<file path="src/rtl/stream_mux_pkg.sv">
// stream_mux_pkg: shared types, reset constants and width helpers for the
// stream_mux block (N:1 valid/ready multiplexer with packet locking).
package stream_mux_pkg;

  typedef enum logic {
    MODE_SEL = 1'b0,
    MODE_RR  = 1'b1
  } mode_e;

  localparam logic RST_OUT_VALID = 1'b0;
  localparam logic RST_OUT_LAST  = 1'b0;
  localparam logic RST_LOCK      = 1'b0;

  // Width of a channel index / select value for nCh channels
  function automatic int selWidth(input int nCh);
    return (nCh > 1) ? $clog2(nCh) : 1;
  endfunction

  // Round-robin pointer after reset: last channel, so channel 0 wins first
  function automatic int rstLastGrant(input int nCh);
    return nCh - 1;
  endfunction

endpackage

</file>
<file path="src/rtl/stream_mux_if.sv">
// stream_mux_if: producer-side and consumer-side stream signals of the
// stream_mux. The slave modport is the mux itself; master is its environment.
interface stream_mux_if
  import stream_mux_pkg::*;
#(
  parameter int N_CH  = 4,
  parameter int WIDTH = 8
);
  localparam int SEL_W = selWidth(N_CH);

  logic [N_CH-1:0]       in_valid;
  logic [N_CH*WIDTH-1:0] in_data;
  logic [N_CH-1:0]       in_last;
  logic [N_CH-1:0]       in_ready;
  logic [SEL_W-1:0]      sel;
  logic                  rr_mode;
  logic                  out_valid;
  logic [WIDTH-1:0]      out_data;
  logic                  out_last;
  logic [SEL_W-1:0]      out_chan;
  logic                  out_ready;

  modport slave (
    input  in_valid, in_data, in_last, sel, rr_mode, out_ready,
    output in_ready, out_valid, out_data, out_last, out_chan
  );

  modport master (
    output in_valid, in_data, in_last, sel, rr_mode, out_ready,
    input  in_ready, out_valid, out_data, out_last, out_chan
  );

endinterface

</file>
<file path="src/rtl/stream_mux_rr_arbiter.sv">
// rr_arbiter: combinational round-robin arbiter. Grants the first requesting
// channel found after the pointer, wrapping modulo N_CH. One-hot or zero.
module rr_arbiter
  import stream_mux_pkg::*;
#(
  parameter int N_CH = 4
)
(
  input  logic [N_CH-1:0]           req_i,
  input  logic [selWidth(N_CH)-1:0] ptr_i,
  input  logic                      en_i,
  output logic [N_CH-1:0]           gnt_o
);
  localparam int SEL_W = selWidth(N_CH);
  typedef logic [SEL_W:0] wide_t;

  // Scan channels ptr+1 .. ptr+N_CH (mod N_CH) and grant the first requester
  always_comb begin
    wide_t idx;
    logic  found;
    gnt_o = '0;
    found = 1'b0;
    idx   = '0;
    for (int k = 1; k <= N_CH; k++) begin
      idx = wide_t'(ptr_i) + wide_t'(k);
      if (idx >= wide_t'(N_CH)) idx = idx - wide_t'(N_CH);
      if (en_i && !found && req_i[idx[SEL_W-1:0]]) begin
        gnt_o[idx[SEL_W-1:0]] = 1'b1;
        found = 1'b1;
      end
    end
  end

endmodule

</file>
<file path="src/rtl/stream_mux.sv">
// stream_mux: N:1 streaming multiplexer with valid/ready handshake, packet
// locking and a single registered output stage. Round-robin arbitration is
// compiled in only when STREAM_MUX_RR_EN is defined; otherwise select mode only.
module stream_mux
  import stream_mux_pkg::*;
#(
  parameter int N_CH  = 4,
  parameter int WIDTH = 8
)
(
  input logic         clk,
  input logic         rst,
  stream_mux_if.slave bus
);
  localparam int SEL_W = selWidth(N_CH);
  typedef logic [SEL_W-1:0] chan_t;

  logic             outValid_q, outValid_d;
  logic [WIDTH-1:0] outData_q, outData_d;
  logic             outLast_q, outLast_d;
  chan_t            outChan_q, outChan_d;
  logic             lock_q, lock_d;
  chan_t            lockCh_q, lockCh_d;

  logic [N_CH-1:0]  grant;
  logic [N_CH-1:0]  rrGnt;
  chan_t            grantIdx;
  logic             grantAny;
  logic             loadEn;
  logic             accept;
  logic [WIDTH-1:0] selData;
  logic             selLast;
  mode_e            modeEff;

`ifdef STREAM_MUX_RR_EN
  chan_t lastGrant_q, lastGrant_d;
  logic  rrEn;

  assign modeEff = mode_e'(bus.rr_mode);
  assign rrEn    = !lock_q && (modeEff == MODE_RR);

  rr_arbiter #(.N_CH(N_CH)) uArb (
    .req_i (bus.in_valid),
    .ptr_i (lastGrant_q),
    .en_i  (rrEn),
    .gnt_o (rrGnt)
  );

  // Pointer moves to the channel whose packet just completed
  always_comb begin
    lastGrant_d = lastGrant_q;
    if (accept && selLast) lastGrant_d = grantIdx;
  end

  // Round-robin pointer register
  always_ff @(posedge clk) begin
    if (rst) lastGrant_q <= chan_t'(rstLastGrant(N_CH));
    else     lastGrant_q <= lastGrant_d;
  end
`else
  logic unusedRrMode;

  assign modeEff      = MODE_SEL;
  assign rrGnt        = '0;
  assign unusedRrMode = bus.rr_mode;
`endif

  assign loadEn       = !outValid_q || bus.out_ready;
  assign grantAny     = |grant;
  assign accept       = grantAny && loadEn && !rst;
  assign bus.in_ready = rst ? '0 : (grant & {N_CH{loadEn}});

  // Grant: locked channel first, otherwise round-robin or explicit select
  always_comb begin
    grant = '0;
    if (lock_q) begin
      if (bus.in_valid[lockCh_q]) grant[lockCh_q] = 1'b1;
    end else if (modeEff == MODE_RR) begin
      grant = rrGnt;
    end else if (int'(bus.sel) < N_CH) begin
      if (bus.in_valid[bus.sel]) grant[bus.sel] = 1'b1;
    end
  end

  // Encode the grant and pick the granted channel's data slice and last flag
  always_comb begin
    grantIdx = '0;
    selData  = '0;
    selLast  = 1'b0;
    for (int i = 0; i < N_CH; i++) begin
      if (grant[i]) begin
        grantIdx = chan_t'(i);
        selData  = bus.in_data[i*WIDTH +: WIDTH];
        selLast  = bus.in_last[i];
      end
    end
  end

  // Output stage reload and packet lock bookkeeping on accepted beats
  always_comb begin
    outValid_d = outValid_q;
    outData_d  = outData_q;
    outLast_d  = outLast_q;
    outChan_d  = outChan_q;
    lock_d     = lock_q;
    lockCh_d   = lockCh_q;
    if (loadEn) begin
      outValid_d = accept;
      if (accept) begin
        outData_d = selData;
        outLast_d = selLast;
        outChan_d = grantIdx;
      end
    end
    if (accept) begin
      lock_d = !selLast;
      if (!selLast) lockCh_d = grantIdx;
    end
  end

  // Output register and lock state
  always_ff @(posedge clk) begin
    if (rst) begin
      outValid_q <= RST_OUT_VALID;
      outData_q  <= '0;
      outLast_q  <= RST_OUT_LAST;
      outChan_q  <= '0;
      lock_q     <= RST_LOCK;
      lockCh_q   <= '0;
    end else begin
      outValid_q <= outValid_d;
      outData_q  <= outData_d;
      outLast_q  <= outLast_d;
      outChan_q  <= outChan_d;
      lock_q     <= lock_d;
      lockCh_q   <= lockCh_d;
    end
  end

  assign bus.out_valid = outValid_q;
  assign bus.out_data  = outData_q;
  assign bus.out_last  = outLast_q;
  assign bus.out_chan  = outChan_q;

endmodule
</file>
<file path="src/flat_wrapper.sv">
// flat-port wrapper written by rule: the top's interface ports become plain ports
module stream_mux_flat import stream_mux_pkg::*;
#(
  parameter int N_CH  = 4,
  parameter int WIDTH = 8
)
  (clk, rst, bus_in_valid, bus_in_data, bus_in_last, bus_sel, bus_rr_mode, bus_out_ready, bus_in_ready, bus_out_valid, bus_out_data, bus_out_last, bus_out_chan);
  stream_mux_if #(.N_CH(N_CH), .WIDTH(WIDTH)) bus_i ();
  input logic clk;
  input logic rst;
  input wire logic [$bits(bus_i.in_valid)-1:0] bus_in_valid;
  input wire logic [$bits(bus_i.in_data)-1:0] bus_in_data;
  input wire logic [$bits(bus_i.in_last)-1:0] bus_in_last;
  input wire logic [$bits(bus_i.sel)-1:0] bus_sel;
  input wire logic [$bits(bus_i.rr_mode)-1:0] bus_rr_mode;
  input wire logic [$bits(bus_i.out_ready)-1:0] bus_out_ready;
  output wire logic [$bits(bus_i.in_ready)-1:0] bus_in_ready;
  output wire logic [$bits(bus_i.out_valid)-1:0] bus_out_valid;
  output wire logic [$bits(bus_i.out_data)-1:0] bus_out_data;
  output wire logic [$bits(bus_i.out_last)-1:0] bus_out_last;
  output wire logic [$bits(bus_i.out_chan)-1:0] bus_out_chan;
  assign bus_i.in_valid = bus_in_valid;
  assign bus_i.in_data = bus_in_data;
  assign bus_i.in_last = bus_in_last;
  assign bus_i.sel = bus_sel;
  assign bus_i.rr_mode = bus_rr_mode;
  assign bus_i.out_ready = bus_out_ready;
  assign bus_in_ready = bus_i.in_ready;
  assign bus_out_valid = bus_i.out_valid;
  assign bus_out_data = bus_i.out_data;
  assign bus_out_last = bus_i.out_last;
  assign bus_out_chan = bus_i.out_chan;
  stream_mux #(.N_CH(N_CH), .WIDTH(WIDTH)) u_core (.clk(clk), .rst(rst), .bus(bus_i));
endmodule
</file>
<file path="config.mk">
export PLATFORM = sky130hd
export DESIGN_NAME = stream_mux_flat
export DESIGN_NICKNAME = d
export VERILOG_FILES = /design/src/rtl/stream_mux_pkg.sv /design/src/rtl/stream_mux_if.sv /design/src/rtl/stream_mux_rr_arbiter.sv /design/src/rtl/stream_mux.sv /design/src/flat_wrapper.sv
export SDC_FILE = /design/constraint.sdc
export NUM_CORES = 1
export LEC_CHECK = 0
export ABC_AREA = 1
export CAP_MARGIN = 20
export CORE_UTILIZATION = 39
export DETAILED_ROUTE_END_ITERATION = 12
export PLACE_DENSITY = 0.85
export SLEW_MARGIN = 0
export SYNTH_ARGS = -nofsm -noshare
export SYNTH_HDL_FRONTEND = slang
export SYNTH_SLANG_ARGS = --single-unit
</file>
<file path="constraint.sdc">
create_clock -name clk -period 2 [get_ports clk]
set_input_delay 0.2 -clock clk [delete_from_list [all_inputs] [get_ports clk]]
set_output_delay 0.2 -clock clk [all_outputs]
set_load 0.02 [all_outputs]
</file>
# Word-level counts from Yosys, hierarchy flattened
# Index checks and enable logic that the tools add are counted.
dict set report op_classes {
  order_cmp 4
  n_mux 23
  bitwise_logic 2
  n_reduce_logical 11
}
# cell n
set ops {}
lappend ops {{2-to-1 mux 8 bit} 4}
lappend ops {{2-to-1 mux 4 bit} 4}
lappend ops {{2-to-1 mux 1 bit} 9}
lappend ops {{< comparator 2 x 3 -> 1 bit, second input constant} 2}
lappend ops {{bitwise AND 4 bit} 1}
lappend ops {{binary-select mux 1 bit (select 2 bit)} 2}
lappend ops {{demux 1 bit (select 2 bit)} 2}
lappend ops {{greater-or-equal comparator 2 x 1 -> 1 bit, second input constant} 2}
lappend ops {{logical AND 1 bit} 4}
lappend ops {{2-to-1 mux 2 bit} 2}
lappend ops {{AND reduction 2 bit} 2}
lappend ops {{OR reduction 4 bit} 1}
lappend ops {{logical NOT 1 bit} 3}
lappend ops {{logical OR 1 bit} 1}
lappend ops {{inverter 1 bit} 1}
dict set report totals {
  register_bits 15
  inputBits 46
  out_inout_bits 16
  elab_cells 46
}

# Logic depth before layout (Yosys ltp)
dict set report logic_depth {
  ltp_word 12
  ltp_mapped 11
  ltp_nobuf 11
}

# Worst setup path before layout
# Ideal clock, no wire load.
dict set report synth_path {
  kind {reg2reg}
  from {register u_core.outValid_q (netlist: u_core.bus.out_valid)}
  to {register u_core.outChan_q[1] (netlist: u_core.bus.out_chan[1])}
  setup_ns 0.066
  arrival_ns 1.365
  t_required_ns 1.934
  slack_ns 0.569
  path_stages_with_launch 8
  cell_sequence {dfxtp_1 -> inv_1 -> nor2_1 -> nor2_1 -> inv_1 -> nor2_1 -> nor2_1 -> a21oi_2}
}
dict set report synth_via {
  elab_chain_len 5
}
# element line
set synth_rtl {}
lappend synth_rtl {{start: declaration} stream_mux.sv:18} ;# logic outValid_q, outValid_d;
lappend synth_rtl {{start signal: assignment} stream_mux.sv:131} ;# outValid_q <= outValid_d;
lappend synth_rtl {{logical NOT 1 bit *} stream_mux.sv:68} ;# assign loadEn = !outValid_q || bus.out_ready;
lappend synth_rtl {{logical OR 1 bit *} stream_mux.sv:68}
lappend synth_rtl {{logical AND 1 bit (2 in a row)} stream_mux.sv:70} ;# assign accept = grantAny && loadEn && !rst;
lappend synth_rtl {{AND reduction 2 bit (no source line) *} -}
lappend synth_rtl {{end signal: assignment} stream_mux.sv:134} ;# outChan_q <= outChan_d;
lappend synth_rtl {{end: declaration} stream_mux.sv:21} ;# chan_t outChan_q, outChan_d;
# Mark *: on every way between the ends. The rest lies on a longest branch, timed or not.
# A chain may end at the register's enable or synchronous reset.

# Final worst setup path
dict set report layout_path {
  from {input port bus_sel[1]}
  to {output port bus_in_ready[1]}
}
dict set report layout_via {
  elab_chain_len 8
}
# element line
set layout_rtl {}
lappend layout_rtl {{start: declaration} flat_wrapper.sv:14} ;# input wire logic [$bits(bus_i.sel)-1:0] bus_sel;
lappend layout_rtl {{< comparator 2 x 3 -> 1 bit (implied by the code) / greater-or-equal comparator 2 x 1 -> 1 bit (equally long branches)} stream_mux.sv:81} ;# if (bus.in_valid[bus.sel]) grant[bus.sel] = 1'b1;
lappend layout_rtl {{logical AND 1 bit (implied by the code)} stream_mux.sv:81}
lappend layout_rtl {{2-to-1 mux 1 bit (implied by the code)} stream_mux.sv:81}
lappend layout_rtl {{demux 1 bit (select 2 bit)} -}
lappend layout_rtl {{2-to-1 mux 4 bit *} stream_mux.sv:81}
lappend layout_rtl {{2-to-1 mux 4 bit *} stream_mux.sv:76} ;# if (lock_q) begin
lappend layout_rtl {{bitwise AND 4 bit *} stream_mux.sv:71} ;# assign bus.in_ready = rst ? '0 : (grant & {N_CH{loadEn}});
lappend layout_rtl {{2-to-1 mux 4 bit *} stream_mux.sv:71}
lappend layout_rtl {{end: declaration} flat_wrapper.sv:17} ;# output wire logic [$bits(bus_i.in_ready)-1:0] bus_in_ready;
# Mark *: on every way between the ends. The rest lies on a longest branch, timed or not. The select of a mux whose other input is x is not followed.

==> reports/qor.yml <==
final_cell_mix: "clkdlybuf4s50_1, nand2_1, nor2_1"
nets: 268
synth_compound_area_share_pct: 11.8
numCtsBuffers: 3
clock-sinks: 15
grt_max_degree: 11
p_leak_nw: 0.737
synth_fa_ha_area_share_pct: 0
cp_common_cell: "clkdlybuf4s50_1"
fin_util_pct: 72.8
post_cts_buffers: 0
grt_pass1_wl_um: 5000
synthTopCellsByArea: "dfxtp_1, nand2_1, nand3_1, nor2_1, a21oi_1"
clk_pin_slew_worst_paths_ns: 0.08
vias: 1288
cellPowerDensity_mw_per_mm2: 554
criticalPathCategory: "in2out"
place_area_mm2: 0.00162
finalCritPeriodShare_pct: 95.7
die_y_um: 51.7
power_mw: 0.919
synth_nets: 199
htreeDepth: 1
die_w_um: 51.7
crit_path_end_kind: "primary output"
drt_pass1_iterations: 5
grt_pass1_vias: 1256
startpoint_type: "input port"
cp.arrival_ns: 1.71
yosys.area_share.simple_pct: 47.0
via_per_inst: 5.17
track_usage_pct: 24.6
rows: 17
cts_tree: "yes"
cap_violations: 0
yosys_register_bits: 15
tightest_slew_ns: 0.266
start_util_pct: 42.3
crit_slowest_cell: "clkdlybuf4s50_1"
pin_count: 62
overflow: 0
diodes: 0
worstPathCellList: "clkdlybuf4s50_1, inv_1, nand4_1, nand2_1, inv_2, nor2_1, clkdlybuf4s50_1"
cts-root-buf: "clkbuf_4"
syn_to_final_growth_pct: 72.1
timing.fmax_ghz: 0.523
cts_max_path_buffers: 2
port-buffer-count: 60
drive_gt1_share_pct: 14.0
min_path_type: "reg2reg"
finalSetupViolations: 0
clkLatencyLatePin_ns: 0.29
syn_inst: 153
ant_nets: 0
drt_iter0_drc: 25
synth_cell_types: 19
synth_largest_area_cell: "dfxtp_1"
layout_commonest_cell: "clkdlybuf4s50_1"
outcome: "complete, no violations"
regArea_um2: 302
relSlewSlack_pct: 82.3
synth.area.mux_share_pct: 0
finalInstanceArea_mm2: 0.00166
critPathRequiredTime_ns: 1.80
die_area_mm2: 0.00267
dp_hpwl_um: 2530
finalClockSkew_ns: 0.00719
wl_per_cell_um: 13.0
fillers: 169
gp_congestion: 0.838
yosysWarnings: 0
antenna_found_initial: 0
routed_wl_um: 3240
critPathMaxFanout: 3
hold_viol: 0
synth_top_family_by_area: "simple AND/OR/NAND/NOR gates"
synth_xor_area_share_pct: 0
synth_top_area_share_pct: 31.2
synth_area_per_cell_um2: 6.30
fin_crit_ns: 1.91
vdd_drop_max_uv: 356
core-area_mm2: 0.00228
netlist_area_um2: 963
finalMaxSlewViolations: 0
crit_path_max_incr_delay_ns: 0.60
route.detailed.drc: 0
multi_input_area_um2: 567
seq_area_frac_synth_pct: 31.2
-- cell usage after synthesis, drive strengths merged --
| cell | n |
|---|---|
| buf | 5 |
| nor2 | 24 |
| nand4 | 8 |
| o21ai | 7 |
| dfxtp | 15 |
| clkinv | 1 |
| a21oi | 12 |
| nand2 | 52 |
| nand3 | 16 |
| inv | 13 |
-- repair_timing --
item / 4_1_cts / 5_1_grt
gates resized for setup: 0 / 4
setup endpoints to repair: 0 / 4
hold buffers: 0 / 0
-- final timing paths --
path	from	end	slack [ns]	depth (start not counted)
worst max-delay path	bus_sel[1]	bus_in_ready[1]	0.09	7
worst min-delay path	u_core.bus.out_data[2]	u_core.bus.out_data[2]	0.48	2
worst max register to register	u_core.lockCh_q[1]	u_core.bus.out_chan[0]	0.25	10
worst min register to register	u_core.bus.out_data[2]	u_core.bus.out_data[2]	0.48	2
-- registers in the layout, indices dropped and copies added, names as in the netlist --
signal,cells
u_core.lock_q,1
u_core.bus.out_chan,2
u_core.bus.out_data,8
u_core.bus.out_last,1
u_core.bus.out_valid,1
u_core.lockCh_q,2
-- worst max-delay path: cells and delay by family --
family	cells	cell delay, ns
buffers and inverters	4	1.23
and+or+nand+nor	3	0.28
-- metal layers --
layer	track usage (%)	part of all wire [%]	up-vias
li1	-	-	627
met1	24.5	38	595
met2	48.9	54	58
met3	4.97	6.5	8
met4	9.46	1.5	0
met5	0	0	-
-- kinds of logic (layout without fill, tap and decap cells) --
kind of cell	after synthesis	count (layout)
and+or+nand+nor	100	100
AOI/OAI and AO/OA	19	19
buffers and inverters	19	87
DFF	15	15
-- final cells by class --
type,instances,area share [%]
Clock buffer,4,1.58
Inverter,14,3.17
Multi-Input combinational cell,119,34.2
Sequential cell,15,18.2
Tap cell,28,2.11
Timing Repair Buffer,69,40.8
-- through the flow --
| stage | setup TNS [ns] | hold WS (ns) | setup WS (ns) | cells |
|---|---|---|---|---|
| 5_1_grt | -0.0167 | 0.507 | -0.0167 | 249 |
| 2_1_floorplan | 0 | 0.366 | 0.569 | 153 |
| 4_1_cts | 0 | 0.478 | 0.00487 | 249 |
| 6_report | 0 | 0.476 | 0.0868 | 249 |
| 3_3_place_gp | 0 | 0.453 | 0.0826 | 245 |
| 3_5_place_dp | 0 | 0.465 | 0.0299 | 245 |
-- where the power goes --
| part | switching (mW) | internal [mW] | total, mW | leakage (nW) |
|---|---|---|---|---|
| registers | 0.0251 | 0.331 | 0.356 | 0.123 |
| clock network | 0.102 | 0.0776 | 0.179 | 0.0150 |
| logic | 0.189 | 0.195 | 0.384 | 0.599 |
| total | 0.316 | 0.603 | 0.919 | 0.737 |
Power figures use the tool's default switching activity.
